==> src/rtl/i2s_rx_pkg.sv <==
// Shared I2S definitions: word-select encoding, default sample width and the stereo packing helper.
`default_nettype none

package i2s_rx_pkg;

  typedef enum logic {
    LR_LEFT  = 1'b0,
    LR_RIGHT = 1'b1
  } lr_e;

  localparam int DEFAULT_SAMPLE_BITS = 16;
  localparam int FRAME_W             = 32;

  // Same packed layout the transmit side pushes into PIO: {left,right}, optionally byte-swapped per half.
  function automatic logic [FRAME_W-1:0] pack_frame(input logic [15:0] left,
                                                    input logic [15:0] right,
                                                    input logic        swap);
    if (swap) return {left[7:0], left[15:8], right[7:0], right[15:8]};
    return {left, right};
  endfunction

endpackage

`default_nettype wire

==> src/rtl/i2s_rx_fifo.sv <==
// Show-ahead synchronous FIFO with pull handshake; drop flags a push refused because the FIFO is full.
`default_nettype none

module i2s_rx_fifo #(
  parameter int WIDTH = 32,
  parameter int DEPTH = 4
) (
  input  logic             clk,
  input  logic             reset,
  input  logic             push,
  input  logic [WIDTH-1:0] din,
  input  logic             pull,
  output logic [WIDTH-1:0] dout,
  output logic             empty,
  output logic             full,
  output logic             drop
);

  localparam int AW = $clog2(DEPTH);

  logic [WIDTH-1:0] mem [DEPTH];
  logic [AW:0]      wr_ptr;
  logic [AW:0]      rd_ptr;
  logic             pop;
  logic             wr_ok;

  assign empty = (wr_ptr == rd_ptr);
  assign full  = (wr_ptr[AW] != rd_ptr[AW]) && (wr_ptr[AW-1:0] == rd_ptr[AW-1:0]);
  assign pop   = pull & ~empty;
  // A pop in the same cycle frees the slot, so a push into a full FIFO still succeeds.
  assign wr_ok = push & (~full | pop);
  assign drop  = push & full & ~pop;
  assign dout  = empty ? '0 : mem[rd_ptr[AW-1:0]];

  always_ff @(posedge clk) begin
    if (reset) begin
      wr_ptr <= '0;
      rd_ptr <= '0;
    end else begin
      if (pop)   rd_ptr <= rd_ptr + 1'b1;
      if (wr_ok) wr_ptr <= wr_ptr + 1'b1;
    end
  end

  always_ff @(posedge clk) begin
    if (wr_ok) mem[wr_ptr[AW-1:0]] <= din;
  end

endmodule

`default_nettype wire

==> src/rtl/i2s_rx.sv <==
// I2S capture receiver: synchronises BCLK/LRCLK/SDATA, deserialises left/right slots and queues
// packed stereo frames in a show-ahead FIFO with sticky overflow and framing-error flags.
`default_nettype none

module i2s_rx
  import i2s_rx_pkg::*;
#(
  parameter int SAMPLE_BITS = DEFAULT_SAMPLE_BITS,
  parameter int FIFO_DEPTH  = 4,
  parameter int BYTE_SWAP   = 0
) (
  input  logic        clk,
  input  logic        reset,
  input  logic        enable,
  input  logic        i2s_bclk,
  input  logic        i2s_lrclk,
  input  logic        i2s_sdata,
  input  logic        pull,
  output logic [31:0] dout,
  output logic        rx_empty,
  output logic        rx_full,
  output logic        overflow,
  output logic        frame_err
);

  localparam int CW = $clog2(SAMPLE_BITS + 1);
  localparam logic [CW-1:0] CNT_MAX = CW'(SAMPLE_BITS);

  logic bclk_m, bclk_s, bclk_h;
  logic lr_m, lr_s;
  logic sd_m, sd_s;

  logic                   lr_prev;
  logic                   synced;
  logic                   have_left;
  logic [CW-1:0]          bit_cnt;
  logic [SAMPLE_BITS-1:0] shift;
  logic [SAMPLE_BITS-1:0] left_word;
  logic                   push_req;
  logic [31:0]            push_data;

  logic                   bclk_rise;
  logic                   boundary;
  logic [CW-1:0]          cnt_n;
  logic [SAMPLE_BITS-1:0] shift_n;
  logic                   fifo_drop;

  always_ff @(posedge clk) begin
    if (reset) begin
      bclk_m <= 1'b0;
      bclk_s <= 1'b0;
      bclk_h <= 1'b0;
      lr_m   <= 1'b0;
      lr_s   <= 1'b0;
      sd_m   <= 1'b0;
      sd_s   <= 1'b0;
    end else begin
      bclk_m <= i2s_bclk;
      bclk_s <= bclk_m;
      bclk_h <= bclk_s;
      lr_m   <= i2s_lrclk;
      lr_s   <= lr_m;
      sd_m   <= i2s_sdata;
      sd_s   <= sd_m;
    end
  end

  assign bclk_rise = bclk_s & ~bclk_h;
  assign boundary  = (lr_s != lr_prev);

  // Bits beyond SAMPLE_BITS in a long slot are ignored; the counter saturates.
  always_comb begin
    shift_n = shift;
    cnt_n   = bit_cnt;
    if (bit_cnt < CNT_MAX) begin
      shift_n = {shift[SAMPLE_BITS-2:0], sd_s};
      cnt_n   = bit_cnt + 1'b1;
    end
  end

  always_ff @(posedge clk) begin
    if (reset) begin
      lr_prev   <= 1'b0;
      synced    <= 1'b0;
      have_left <= 1'b0;
      bit_cnt   <= '0;
      shift     <= '0;
      left_word <= '0;
      push_req  <= 1'b0;
      push_data <= '0;
      overflow  <= 1'b0;
      frame_err <= 1'b0;
    end else begin
      push_req <= 1'b0;
      if (fifo_drop) overflow <= 1'b1;

      if (!enable) begin
        synced    <= 1'b0;
        have_left <= 1'b0;
        bit_cnt   <= '0;
        shift     <= '0;
      end else if (bclk_rise) begin
        lr_prev <= lr_s;
        if (!boundary) begin
          shift   <= shift_n;
          bit_cnt <= cnt_n;
        end else begin
          // The boundary rise carries the LSB of the slot that is ending.
          shift   <= '0;
          bit_cnt <= '0;
          if (!synced) begin
            synced <= 1'b1;
          end else if (cnt_n == CNT_MAX) begin
            if (lr_prev == LR_LEFT) begin
              left_word <= shift_n;
              have_left <= 1'b1;
            end else if (have_left) begin
              push_req  <= 1'b1;
              push_data <= pack_frame(16'(left_word), 16'(shift_n), BYTE_SWAP != 0);
              have_left <= 1'b0;
            end
          end else begin
            frame_err <= 1'b1;
            have_left <= 1'b0;
          end
        end
      end
    end
  end

  i2s_rx_fifo #(
    .WIDTH (32),
    .DEPTH (FIFO_DEPTH)
  ) u_fifo (
    .clk   (clk),
    .reset (reset),
    .push  (push_req),
    .din   (push_data),
    .pull  (pull),
    .dout  (dout),
    .empty (rx_empty),
    .full  (rx_full),
    .drop  (fifo_drop)
  );

endmodule

`default_nettype wire

==> config.mk <==
export PLATFORM = sky130hd
export DESIGN_NAME = i2s_rx
export DESIGN_NICKNAME = d
export VERILOG_FILES = /design/src/rtl/i2s_rx_pkg.sv /design/src/rtl/i2s_rx_fifo.sv /design/src/rtl/i2s_rx.sv
export SDC_FILE = /design/constraint.sdc
export NUM_CORES = 1
export LEC_CHECK = 0
export ABC_AREA = 0
export CORE_ASPECT_RATIO = 1.25
export CORE_UTILIZATION = 64
export CTS_CLUSTER_SIZE = 14
export DETAILED_ROUTE_END_ITERATION = 7
export MAX_ROUTING_LAYER = met4
export PLACE_DENSITY = 0.84
export SETUP_SLACK_MARGIN = 0.02
export SYNTH_ARGS = -nofsm -noshare
export SYNTH_HDL_FRONTEND = slang
export SYNTH_SLANG_ARGS = --single-unit
==> constraint.sdc <==
create_clock -name clk -period 6.38 [get_ports clk]
set_clock_uncertainty 0.1 [all_clocks]
set_input_delay 1.914 -clock clk [delete_from_list [all_inputs] [get_ports clk]]
set_output_delay 1.914 -clock clk [all_outputs]
set_load 0.05 [all_outputs]
# Word level (Yosys, flattened, before mapping)
# Memories as Yosys holds them, arrays and structs flattened. A register that Yosys moved wholly into a read port is not among the register bits.
# Index checks and enable logic that the tools add are counted.
[totals]
register_bits = 88
mem_bits_rw = 128
output_inout_bits = 36
elab_cells = 66
memories = 1
[classes]
add_sub_neg = 3
magnitude_cmp = 1
n_eq_ne = 5
muxes = 12
n_bitwise = 16
reduce_logical = 9
[memory_table]
columns = ["name", "depth", "word_bits", "read_ports", "rd_clocked_by_memory_dff", "write_ports", "line_no", "source"]
rows = [
  ["u_fifo.mem", 4, 32, 1, 1, 1, "i2s_rx_fifo.sv:21", "logic [WIDTH-1:0] mem [DEPTH];"],
]
[ops]
columns = ["cell", "n"]
rows = [
  ["$mux W16", 2],
  ["$mux W32", 1],
  ["$mux W5", 2],
  ["$not A1 Y1", 10],
  ["$reduce_and A7 Y1", 1],
  ["$reduce_or A7 Y1", 1],
  ["$add A3 B1 Y3 const B", 2],
  ["$reduce_and A6 Y1", 1],
  ["$add A5 B1 Y5 const B", 1],
  ["$and A1 B1 Y1", 5],
  ["$eq A5 B5 Y1 const B", 1],
  ["$lt A5 B5 Y1 const B", 1],
  ["$mux W1", 5],
  ["$reduce_and A5 Y1", 1],
  ["$mux W2", 2],
  ["$reduce_and A2 Y1", 2],
  ["$eq A3 B3 Y1", 1],
  ["$reduce_and A3 Y1", 1],
  ["$eq A2 B2 Y1", 1],
  ["$ne A1 B1 Y1", 2],
  ["$reduce_or A2 Y1", 1],
  ["$logic_and A1 B1 Y1", 1],
  ["$or A1 B1 Y1", 1],
]

# Logic depth before layout (Yosys ltp)
# Gate-level depths: netlist (run 1).
[depth]
depth_word = 7
depth_mapped = 7

# By module
# A second synthesis (run 1) with hierarchy kept.
[hier_totals]
cells_unflattened = 579
area_unflattened_um2 = 8669.6
[modules_own_cells]
columns = ["module", "instances", "cells_per_inst", "area_each_um2", "seq_area_each_um2"]
rows = [
  ["i2s_rx_fifo", 1, 258, 5326.4, 4003.8],
  ["i2s_rx", 1, 321, 3343.2, 1641.6],
]

# Least setup slack after synthesis (run 1)
# No wires, ideal clock.
[synth_path]
kind = "register -> output"
startpoint = "reg u_fifo.wr_ptr[1]"
endpoint = "out dout[10]"
arrival_time_ns = 2.130
required_time_ns = 4.366
slack_ns = 2.236
path_stages_with_launch = 5
path_buffers = 1
path_cell_list = "dfxtp_1 -> xor2_1 -> nor3_1 -> clkbuf_1 -> nor2b_1"
[synth_via]
elab_chain_cells = 2
[synth_lines]
columns = ["item", "line_no", "source"]
rows = [
  ["from (decl)", "i2s_rx_fifo.sv:22", "logic [AW:0] wr_ptr;"],
  ["from (signal assigned)", "i2s_rx_fifo.sv:41", "if (wr_ok) wr_ptr <= wr_ptr + 1'b1;"],
  ["$eq A3 B3 Y1", "i2s_rx_fifo.sv:27", "assign empty = (wr_ptr == rd_ptr);"],
  ["net rx_empty", "i2s_rx.sv:20", "output logic rx_empty,"],
  ["$mux W32", "i2s_rx_fifo.sv:33", "assign dout = empty ? '0 : mem[rd_ptr[AW-1:0]];"],
  ["to (decl)", "i2s_rx.sv:19", "output logic [31:0] dout,"],
]
# The timed path passes the listed nets, and every way through them passes these cells.

==> results of run 1 <==
-- flip-flops by register name, indices dropped and copies added, names as in the netlist, 3 cells and up, named ones only --
name,cells
bit_cnt,5
shift,16
left_word,16
u_fifo.rd_ptr,3
u_fifo.wr_ptr,3
push_data,32
u_fifo.mem,128
-- cell usage in the layout, fill, tap and decap left out, types with 4 or more instances in the layout --
| master | instances |
|---|---|
| nand2_1 | 6 |
| nand2b_1 | 34 |
| mux2i_1 | 52 |
| nor2b_1 | 41 |
| dfxtp_1 | 88 |
| a22oi_1 | 17 |
| mux4_2 | 32 |
| ha_1 | 6 |
| xor2_1 | 8 |
| and2_1 | 4 |
| clkbuf_1 | 11 |
| buf_4 | 10 |
| or2_2 | 16 |
| edfxtp_1 | 128 |
| a21oi_1 | 7 |
| inv_1 | 5 |
| clkdlybuf4s50_1 | 41 |
| nor2_1 | 32 |
| a211oi_1 | 16 |
| clkbuf_16 | 21 |
| a31oi_1 | 16 |
-- per-stage QoR --
step | power, µW | util
5_1_grt | 2670 | 0.741
3_3_place_gp | 1530 | 0.695
6_report | 2600 | 0.741
3_5_place_dp | 1530 | 0.695
4_1_cts | 2610 | 0.741
2_1_floorplan | 1530 | -
-- power by group through the flow --
stage | Sequential, µW | Clock, µW | Combinational (µW)
floorplan | 1510 | 0 | 19.0
global placement | 1510 | 0 | 25.9
detailed placement | 1510 | 0 | 26.6
CTS | 1480 | 1110 | 26.9
global route | 1470 | 1160 | 29.6
finish | 1480 | 1100 | 27.4
-- path summary, 6_finish.rpt --
kind              start  slack (ns)       endpoint  depth (start not counted)
max                flop        1.22       dout[26]                          4
min              bclk_m        0.34         bclk_s                          1
max reg2reg  bit_cnt[4]        3.09  push_data[28]                          5
min reg2reg      bclk_m        0.34         bclk_s                          1
-- worst register-to-register path, stage by stage (launching register included) --
cell     delay [ns]
dfxtp_1        1.08
or4b_1         0.54
o31ai_2        0.08
buf_4          0.30
and3_1         0.82
mux2i_1        0.29
-- area by class of cell --
class                   count  area [µm²]  share of cell area
repair buffers             52         490              0.0502
well taps                 171         214              0.0219
clock buffers              34         586              0.0600
multi-input cells         317        2790               0.286
flip-flops and latches    218        5650               0.579
clock inverters             2        13.8             0.00141
inverters                   5        18.8             0.00192
-- cells by family after synthesis --
group,count (synthesis),synth area share
compound gates,67,0.0540
xor+xnor,11,0.0120
fa+ha+maj,6,0.00870
buf+inv,41,0.0241
flops,218,0.654
mux,84,0.144
simple gates,149,0.103
-- per-layer routing --
layer  track usage  vias up  wire, µm
met2         0.414      152      8270
met5             -        -         0
met1         0.287     2409      6300
li1              -     2224         -
met4        0.0787        0       333
met3        0.0316       29       678
==> metrics.md, run 1 <==
| Metric | Value |
|---|---|
| CTS tree | done |
| Number of global-route vias before repair | 4906 |
| Worst-path clk slew | 0.06 ns |
| Row count | 47 |
| Starting density of the core | 0.655 |
| Count of input and output buffers | 42 |
| Ant diodes | 0 |
| Crit path buf inv count | 2 |
| Maximum VDD drop | 0.000194 V |
| Ys async rst share | 0 |
| Postcts setup bufs | 0 |
| Filler cells | 818 |
| Worst min path class | flop to flop |
| Gpl congestion | 0.778 |
| Pin count of the biggest net entering global routing | 59 |
| Clock Latency Late Sink | 0.48 ns |
| Leak pwr | 0.00319 µW |
| DIE AREA | 0.0139 mm² |
| Power per cell area | 266 mW/mm² |
| Maximum clock frequency | 0.194 GHz |
| Critical Path Sink Type | primary output |
| First DRT Iteration DRCs | 302 |
| Drt via density | 6.03 |
| Ys flop type | edfxtp_1 |
| Clock power share | 0.421 |
| P_int | 2110 µW |
| Share of cells above drive strength 1 | 0.154 |
| Critical path class | flop to primary output |
| Least-Margin Pin Slew | 1.25 ns |
| Max clock buf depth | 3 |
| Die Width | 106 µm |
| Synthesis-to-finish area growth | 13.2% |
| Worst setup SP type | flop |
| Post-Place Cells | 763 |
| CP max stage cell | dfxtp_2 |
| GRT Residual Overflow | 0 |
| H-tree levels | 1 |
| CTS Sinks | 218 |
| CP max stage delay | 0.91 ns |
| Final non-filler cell total | 799 |
| CTS root buf | clkbuf_16 |
| Cts hold-fix bufs | 0 |
| Net count reported at finish | 627 |
| Yosys top cell by area | edfxtp_1 |
| Core ar. | 0.0132 mm² |
| # setup viols final | 0 |
| Pre-CTS setup slack | 1.66 ns |
| Dpl hpwl | 9.06 mm |
| Final TNS setup | 0 ns |
| Worst Path Required | 4.37 ns |
| RSZ-0062 raised after global routing | no |
| Final hold violation count | 0 |
| Synthesized Nets | 589 |
| First drt pass iteration count | 6 |
| Drc violations | 0 |
| Status | complete, no violations |
| Comb pwr share | 0.011 |
| Delay-heaviest family, CP | buffers and inverters |
| Slew HR | 0.161 |
| Largest fanout on the critical path | 23 |
| Die Y-Extent | 132 µm |
| Yosys top cell area share | 0.446 |
| Routed len/inst | 19.5 µm |
| Final period util | 0.809 |
| Yosys warns | 0 |
| First-pass GRT wire length | 25.0 mm |
| DRT Wirelength | 15.6 mm |
| Post-synth EDFFs | 128 |
| Initial antenna violation count | 0 |
| Final min period | 5.16 ns |
| Library cells used by synthesis | 46 |
| P_sw | 488 µW |
| GRT Total Usage | 0.238 |
| Count leader, synth | edfxtp_1 |
| Share of power burned in registers | 0.568 |
| MaxCap Viol Count | 0 |
| Synth area leaders | edfxtp_1, dfxtp_1, mux4_2 |
| Post-CTS Resized | 0 |
| Fin area | 0.00976 mm² |
| Hold Slack | 0.344 ns |
| Setup ws final | 1.22 ns |
| Yosys reg bits | 218 |
| Final-report max-slew violation count | 0 |
| Synthesized area | 0.00863 mm² |
| CTS Buf Count | 20 |
| Crit path arrival time | 3.15 ns |
| Mapped Cells | 576 |
| Avg Cell Area, Syn | 15.0 µm² |
| Vias | 4814 |
| Register area share after synthesis | 0.654 |
| Placed cell areas | 0.00916 mm² |
| Number of top-level pins | 43 |
| Post-synth top cells | edfxtp_1, dfxtp_1, mux2i_1 |
| Switching share of power | 0.188 |
| Detail Route Antenna Nets | 0 |
| Worst-path cell chain | buf_4 -> mux4_2 -> nor2b_1 -> clkdlybuf4s50_1 |
Note: power is estimated with default switching activity, not from simulation.
==> inputs of run 2 (changes only) <==
--- a/config.mk
+++ b/config.mk
@@ -7,11 +7,11 @@
 export LEC_CHECK = 0
 export ABC_AREA = 0
 export CORE_ASPECT_RATIO = 1.25
-export CORE_UTILIZATION = 64
+export CORE_UTILIZATION = 59
 export CTS_CLUSTER_SIZE = 14
 export DETAILED_ROUTE_END_ITERATION = 7
 export MAX_ROUTING_LAYER = met4
-export PLACE_DENSITY = 0.84
+export PLACE_DENSITY = 0.78
 export SETUP_SLACK_MARGIN = 0.02
 export SYNTH_ARGS = -nofsm -noshare
 export SYNTH_HDL_FRONTEND = slang
==> constraint.sdc (replaced) <==
create_clock -name clk -period 5.3 [get_ports clk]
set_clock_uncertainty 0.1 [all_clocks]
set_input_delay 1.59 -clock clk [delete_from_list [all_inputs] [get_ports clk]]
set_output_delay 1.59 -clock clk [all_outputs]
set_load 0.05 [all_outputs]
==> run 2 against run 1 <==
Against the previous run:
- worst hold slack gained 0.0050 ns
- sequential cell count is the same
- critical path depth is the same
- highest routed layer unchanged
- sequential power grew 20%
- utilization shrank 6.0 points
- first-iteration DRC count grew 8.3%
- total power grew 19%
- critical endpoint is now rx_empty
- non-clock buffer count grew 1
- final area is essentially flat
- critical path type unchanged
- wire length shrank 1.1%
- combinational power grew 19%
- sequential share of layout area is essentially flat
==> metrics.md, run 2 (synthesized netlist as in run 1, its figures left out) <==
| Metric | Value |
|---|---|
| FF-to-FF path depth | 5 |
| Final min period | 4.81 ns |
| Maximum clock frequency | 0.208 GHz |
| Worst min path class | flop to flop |
| Pin count of the biggest net entering global routing | 53 |
| Detail Route Antenna Nets | 0 |
| Largest fanout on the critical path | 22 |
| H-tree levels | 1 |
| Slew HR | 0.214 |
| First drt pass iteration count | 4 |
| Dpl hpwl | 9.33 mm |
| Synthesis-to-finish area growth | 13.2% |
| RSZ-0062 raised after global routing | no |
| Endpoint, Worst Hold | bclk_s |
| Post-Place Cells | 771 |
| Post-CTS Resized | 0 |
| CTS Buf Count | 20 |
| First DRT Iteration DRCs | 327 |
| Commonest non-fill, non-tap cell in the layout | edfxtp_1 |
| Comb pwr share | 0.011 |
| Routed len/inst | 19.1 µm |
| Postcts setup bufs | 0 |
| Die Width | 110 µm |
| GRT Residual Overflow | 0 |
| Number of global-route vias before repair | 4765 |
| Fin util | 0.681 |
| Hold Path Stages | 1 |
| CTS root buf | clkbuf_16 |
| R2R setup slack | 2.19 ns |
| Final TNS setup | 0 ns |
| Crit path arrival time | 3.12 ns |
| DIE AREA | 0.0151 mm² |
| DRT Wirelength | 15.4 mm |
| Reg-to-Reg Start | bit_cnt[4] |
| Cts hold-fix bufs | 0 |
| Net count reported at finish | 628 |
| Final non-filler cell total | 807 |
| Pre-CTS setup slack | 1.00 ns |
| Worst setup SP type | flop |
| Max clock buf depth | 3 |
| Final Power | 3100 µW |
| Switching share of power | 0.189 |
| Setup ws final | 0.491 ns |
| Drt via density | 5.86 |
| Ant diodes | 0 |
| Starting density of the core | 0.601 |
| Worst-path clk slew | 0.07 ns |
| Core ar. | 0.0143 mm² |
| Drc violations | 0 |
| Power per cell area | 317 mW/mm² |
| Status | complete, no violations |
| Final-report max-slew violation count | 0 |
| Vias | 4727 |
| Multi-input gate area | 0.00279 mm² |
| Final hold violation count | 0 |
| Final period util | 0.907 |
| Number of top-level pins | 43 |
| Filler cells | 970 |
| Clock Latency Late Sink | 0.48 ns |
| Share of cells above drive strength 1 | 0.153 |
| P_sw | 584 µW |
| Max reg flops | 128 |
| Least-Margin Pin Slew | 1.17 ns |
| Worst R2R End | push_data[5] |
| MaxCap Viol Count | 0 |
| Count of input and output buffers | 42 |
| Share of power burned in registers | 0.573 |
| Reg area | 0.00565 mm² |
| Critical Path Sink Type | primary output |
| Leak pwr | 0.00319 µW |
| Commonest non-fill, non-tap cells in the layout | edfxtp_1, dfxtp_1, mux2i_1 |
| First-pass GRT wire length | 24.8 mm |
| CTS tree | done |
| Maximum VDD drop | 0.000224 V |
| Clock power share | 0.416 |
| GRT Total Usage | 0.225 |
| Initial antenna violation count | 0 |
| # setup viols final | 0 |
| Gpl congestion | 0.819 |
| Critical path class | flop to primary output |
| Die Y-Extent | 137 µm |
| P_int | 2510 µW |
| Min-delay src | bclk_m |
| CTS Sinks | 218 |
| Worst Path Required | 3.61 ns |
| Row count | 49 |
[run 2: layout make-up]
cell class	count	area share
Clock buffer	29	0.0569
Clock inverter	7	0.00295
Inverter	5	0.00192
Multi-Input combinational cell	317	0.286
Sequential cell	218	0.578
Tap cell	178	0.0228
Timing Repair Buffer	53	0.0510
[run 2: how the worst max path moves through the flow]
stage / start / endpoint / slack (ns) / depth (start not counted)
floorplan: u_fifo.wr_ptr[1] / dout[10] / 1.48 / 4
global placement: u_fifo.wr_ptr[1] / rx_empty / 1.06 / 4
detailed placement: u_fifo.wr_ptr[1] / rx_empty / 1.00 / 4
CTS: u_fifo.wr_ptr[1] / rx_empty / 0.47 / 4
global route: u_fifo.wr_ptr[1] / rx_empty / 0.30 / 4
finish: u_fifo.wr_ptr[1] / rx_empty / 0.49 / 4
[run 2: critical path, cell delays in order, from the launching register on]
cell and delay, ns:
dfxtp_1 0.41, xor2_1 0.21, nor3_2 0.72, buf_4 0.40
clkdlybuf4s50_1 0.86
[run 2: per-layer routing]
metal / part of all wire / up-vias / global-route usage
met3: 0.036 / 19 / 0.0317
met5: 0 / - / -
met4: 0.015 / 0 / 0.0526
met1: 0.41 / 2367 / 0.273
li1: - / 2241 / -
met2: 0.53 / 100 / 0.397
[run 2: metrics by stage]
| step | instance area [µm²] | hold slack, ns |
|---|---|---|
| 5_1_grt | 9760 | 0.369 |
| 6_report | 9760 | 0.350 |
| 2_1_floorplan | 8630 | 0.314 |
| 3_3_place_gp | 9180 | 0.324 |
| 4_1_cts | 9760 | 0.348 |
| 3_5_place_dp | 9180 | 0.334 |
[run 2: power groups by stage]
stage	clock network [µW]	registers (µW)	logic [µW]
after floorplan	0	1810	22.9
after global placement	0	1810	31.4
after detailed placement	0	1810	32.3
after CTS	1300	1780	32.6
after global routing	1380	1780	36.0
final	1290	1780	32.7
==> inputs of run 3 (changes only) <==
--- a/config.mk
+++ b/config.mk
@@ -8,6 +8,7 @@
 export ABC_AREA = 0
 export CORE_ASPECT_RATIO = 1.25
 export CORE_UTILIZATION = 59
+export CTS_CLUSTER_DIAMETER = 120
 export CTS_CLUSTER_SIZE = 14
 export DETAILED_ROUTE_END_ITERATION = 7
 export MAX_ROUTING_LAYER = met4
==> run 3 against run 2 <==
Against the previous run:
- register-to-register slack is essentially flat
- largest power group unchanged
- highest routed layer unchanged
- clock-buffer cell count rose by 3
- via count grew 0.40%
- combinational power about the same
- non-clock buffer count stayed put
- wire length shrank 0.45%
- sequential share of layout area is 0.33 points higher
- global-route usage shrank 0.27 points
- clock power decreased by 5%
- final area down 0.56%
==> metrics.md, run 3 (synthesized netlist as in run 1, its figures left out) <==
| Metric | Value |
|---|---|
| Status | complete, no violations |
| GRT Residual Overflow | 0 |
| Post-Place Cells | 771 |
| GRT Total Usage | 0.222 |
| Hold Slack | 0.345 ns |
| Worst setup SP type | flop |
| Cts hold-fix bufs | 0 |
| H-tree levels | 1 |
| Final-report max-slew violation count | 0 |
| Number of top-level pins | 43 |
| Final hold violation count | 0 |
| First DRT Iteration DRCs | 260 |
| Dpl hpwl | 9.33 mm |
| Worst min path class | flop to flop |
| Least-Margin Pin Slew | 1.32 ns |
| Worst-path clk slew | 0.07 ns |
| Die Width | 110 µm |
| Net count reported at finish | 627 |
| Final period util | 0.906 |
| Ant diodes | 0 |
| Maximum VDD drop | 0.000227 V |
| Post-CTS Resized | 0 |
| Max clock buf depth | 3 |
| MaxCap Viol Count | 0 |
| CTS Sinks | 218 |
| Die Y-Extent | 137 µm |
| Drt via density | 5.90 |
| Reg area | 0.00565 mm² |
| DRT Wirelength | 15.3 mm |
| First-pass GRT wire length | 24.6 mm |
| CP max stage cell | clkdlybuf4s50_1 |
| CTS Buf Count | 19 |
| Clock Latency Late Sink | 0.47 ns |
| Postcts setup bufs | 0 |
| Multi-input gate area | 0.00279 mm² |
| Crit path arrival time | 3.11 ns |
| CP max stage delay | 0.86 ns |
| Critical Path Sink Type | primary output |
| Delay-heaviest family, CP | buffers and inverters |
| # setup viols final | 0 |
| Critical path class | flop to primary output |
| Core ar. | 0.0143 mm² |
| Commonest non-fill, non-tap cells in the layout | edfxtp_1, dfxtp_1, mux2i_1 |
| Worst Path Required | 3.61 ns |
| Final non-filler cell total | 804 |
| CTS tree | done |
| Final TNS setup | 0 ns |
| Share of cells above drive strength 1 | 0.147 |
| DIE AREA | 0.0151 mm² |
| Max reg flops | 128 |
| Worst-path cell chain | xor2_1 -> nor3_2 -> buf_4 -> clkdlybuf4s50_1 |
| Maximum clock frequency | 0.208 GHz |
| CTS root buf | clkbuf_16 |
| Detail Route Antenna Nets | 0 |
| Final min period | 4.80 ns |
| Row count | 49 |
| Commonest non-fill, non-tap cell in the layout | edfxtp_1 |
| Starting density of the core | 0.601 |
| Number of global-route vias before repair | 4782 |
| Vias | 4746 |
| Count of input and output buffers | 42 |
| Gpl congestion | 0.819 |
| Pin count of the biggest net entering global routing | 53 |
| Drc violations | 0 |
| RSZ-0062 raised after global routing | no |
| Leak pwr | 0.00316 µW |
| Initial antenna violation count | 0 |
| Power per cell area | 312 mW/mm² |
| Synthesis-to-finish area growth | 12.6% |
| Slew HR | 0.112 |
| First drt pass iteration count | 4 |
| Largest fanout on the critical path | 22 |
| Filler cells | 979 |
| Routed len/inst | 19.1 µm |
| Crit path buf inv count | 2 |
run 3: power by group:
part	internal [µW]	switching (µW)
registers	1770	1.61
logic	12.0	20.5
clock network	673	544
run 3: path summary, 6_finish.rpt:
path                                       start            end  slack (ns)  depth (start not counted)
worst min-delay path                      bclk_m         bclk_s        0.35                          1
worst max register to register        bit_cnt[4]  push_data[10]        2.20                          5
worst max-delay path            u_fifo.wr_ptr[1]       rx_empty        0.50                          4
worst min register to register            bclk_m         bclk_s        0.35                          1
run 3: layer usage:
| layer | routed length, µm | global-route usage |
|---|---|---|
| met1 | 6460 | 0.270 |
| met2 | 8110 | 0.388 |
| met3 | 429 | 0.0270 |
| met4 | 335 | 0.0665 |
| met5 | 0 | - |
run 3: layout make-up:
class,instances,area share
Sequential cell,218,0.582
Multi-Input combinational cell,317,0.287
Clock buffer,32,0.0540
Inverter,5,0.00193
Timing Repair Buffer,53,0.0513
Tap cell,178,0.0229
Clock inverter,1,0.000902
run 3: stage by stage:
step,total power [µW],cell area [µm²],utilization,worst slack (ns)
3_5_place_dp,1850,9180,0.640,1.00
2_1_floorplan,1840,8630,-,1.48
6_report,3030,9710,0.677,0.496
5_1_grt,3130,9710,0.677,0.319
3_3_place_gp,1840,9180,0.640,1.06
4_1_cts,3050,9710,0.677,0.477
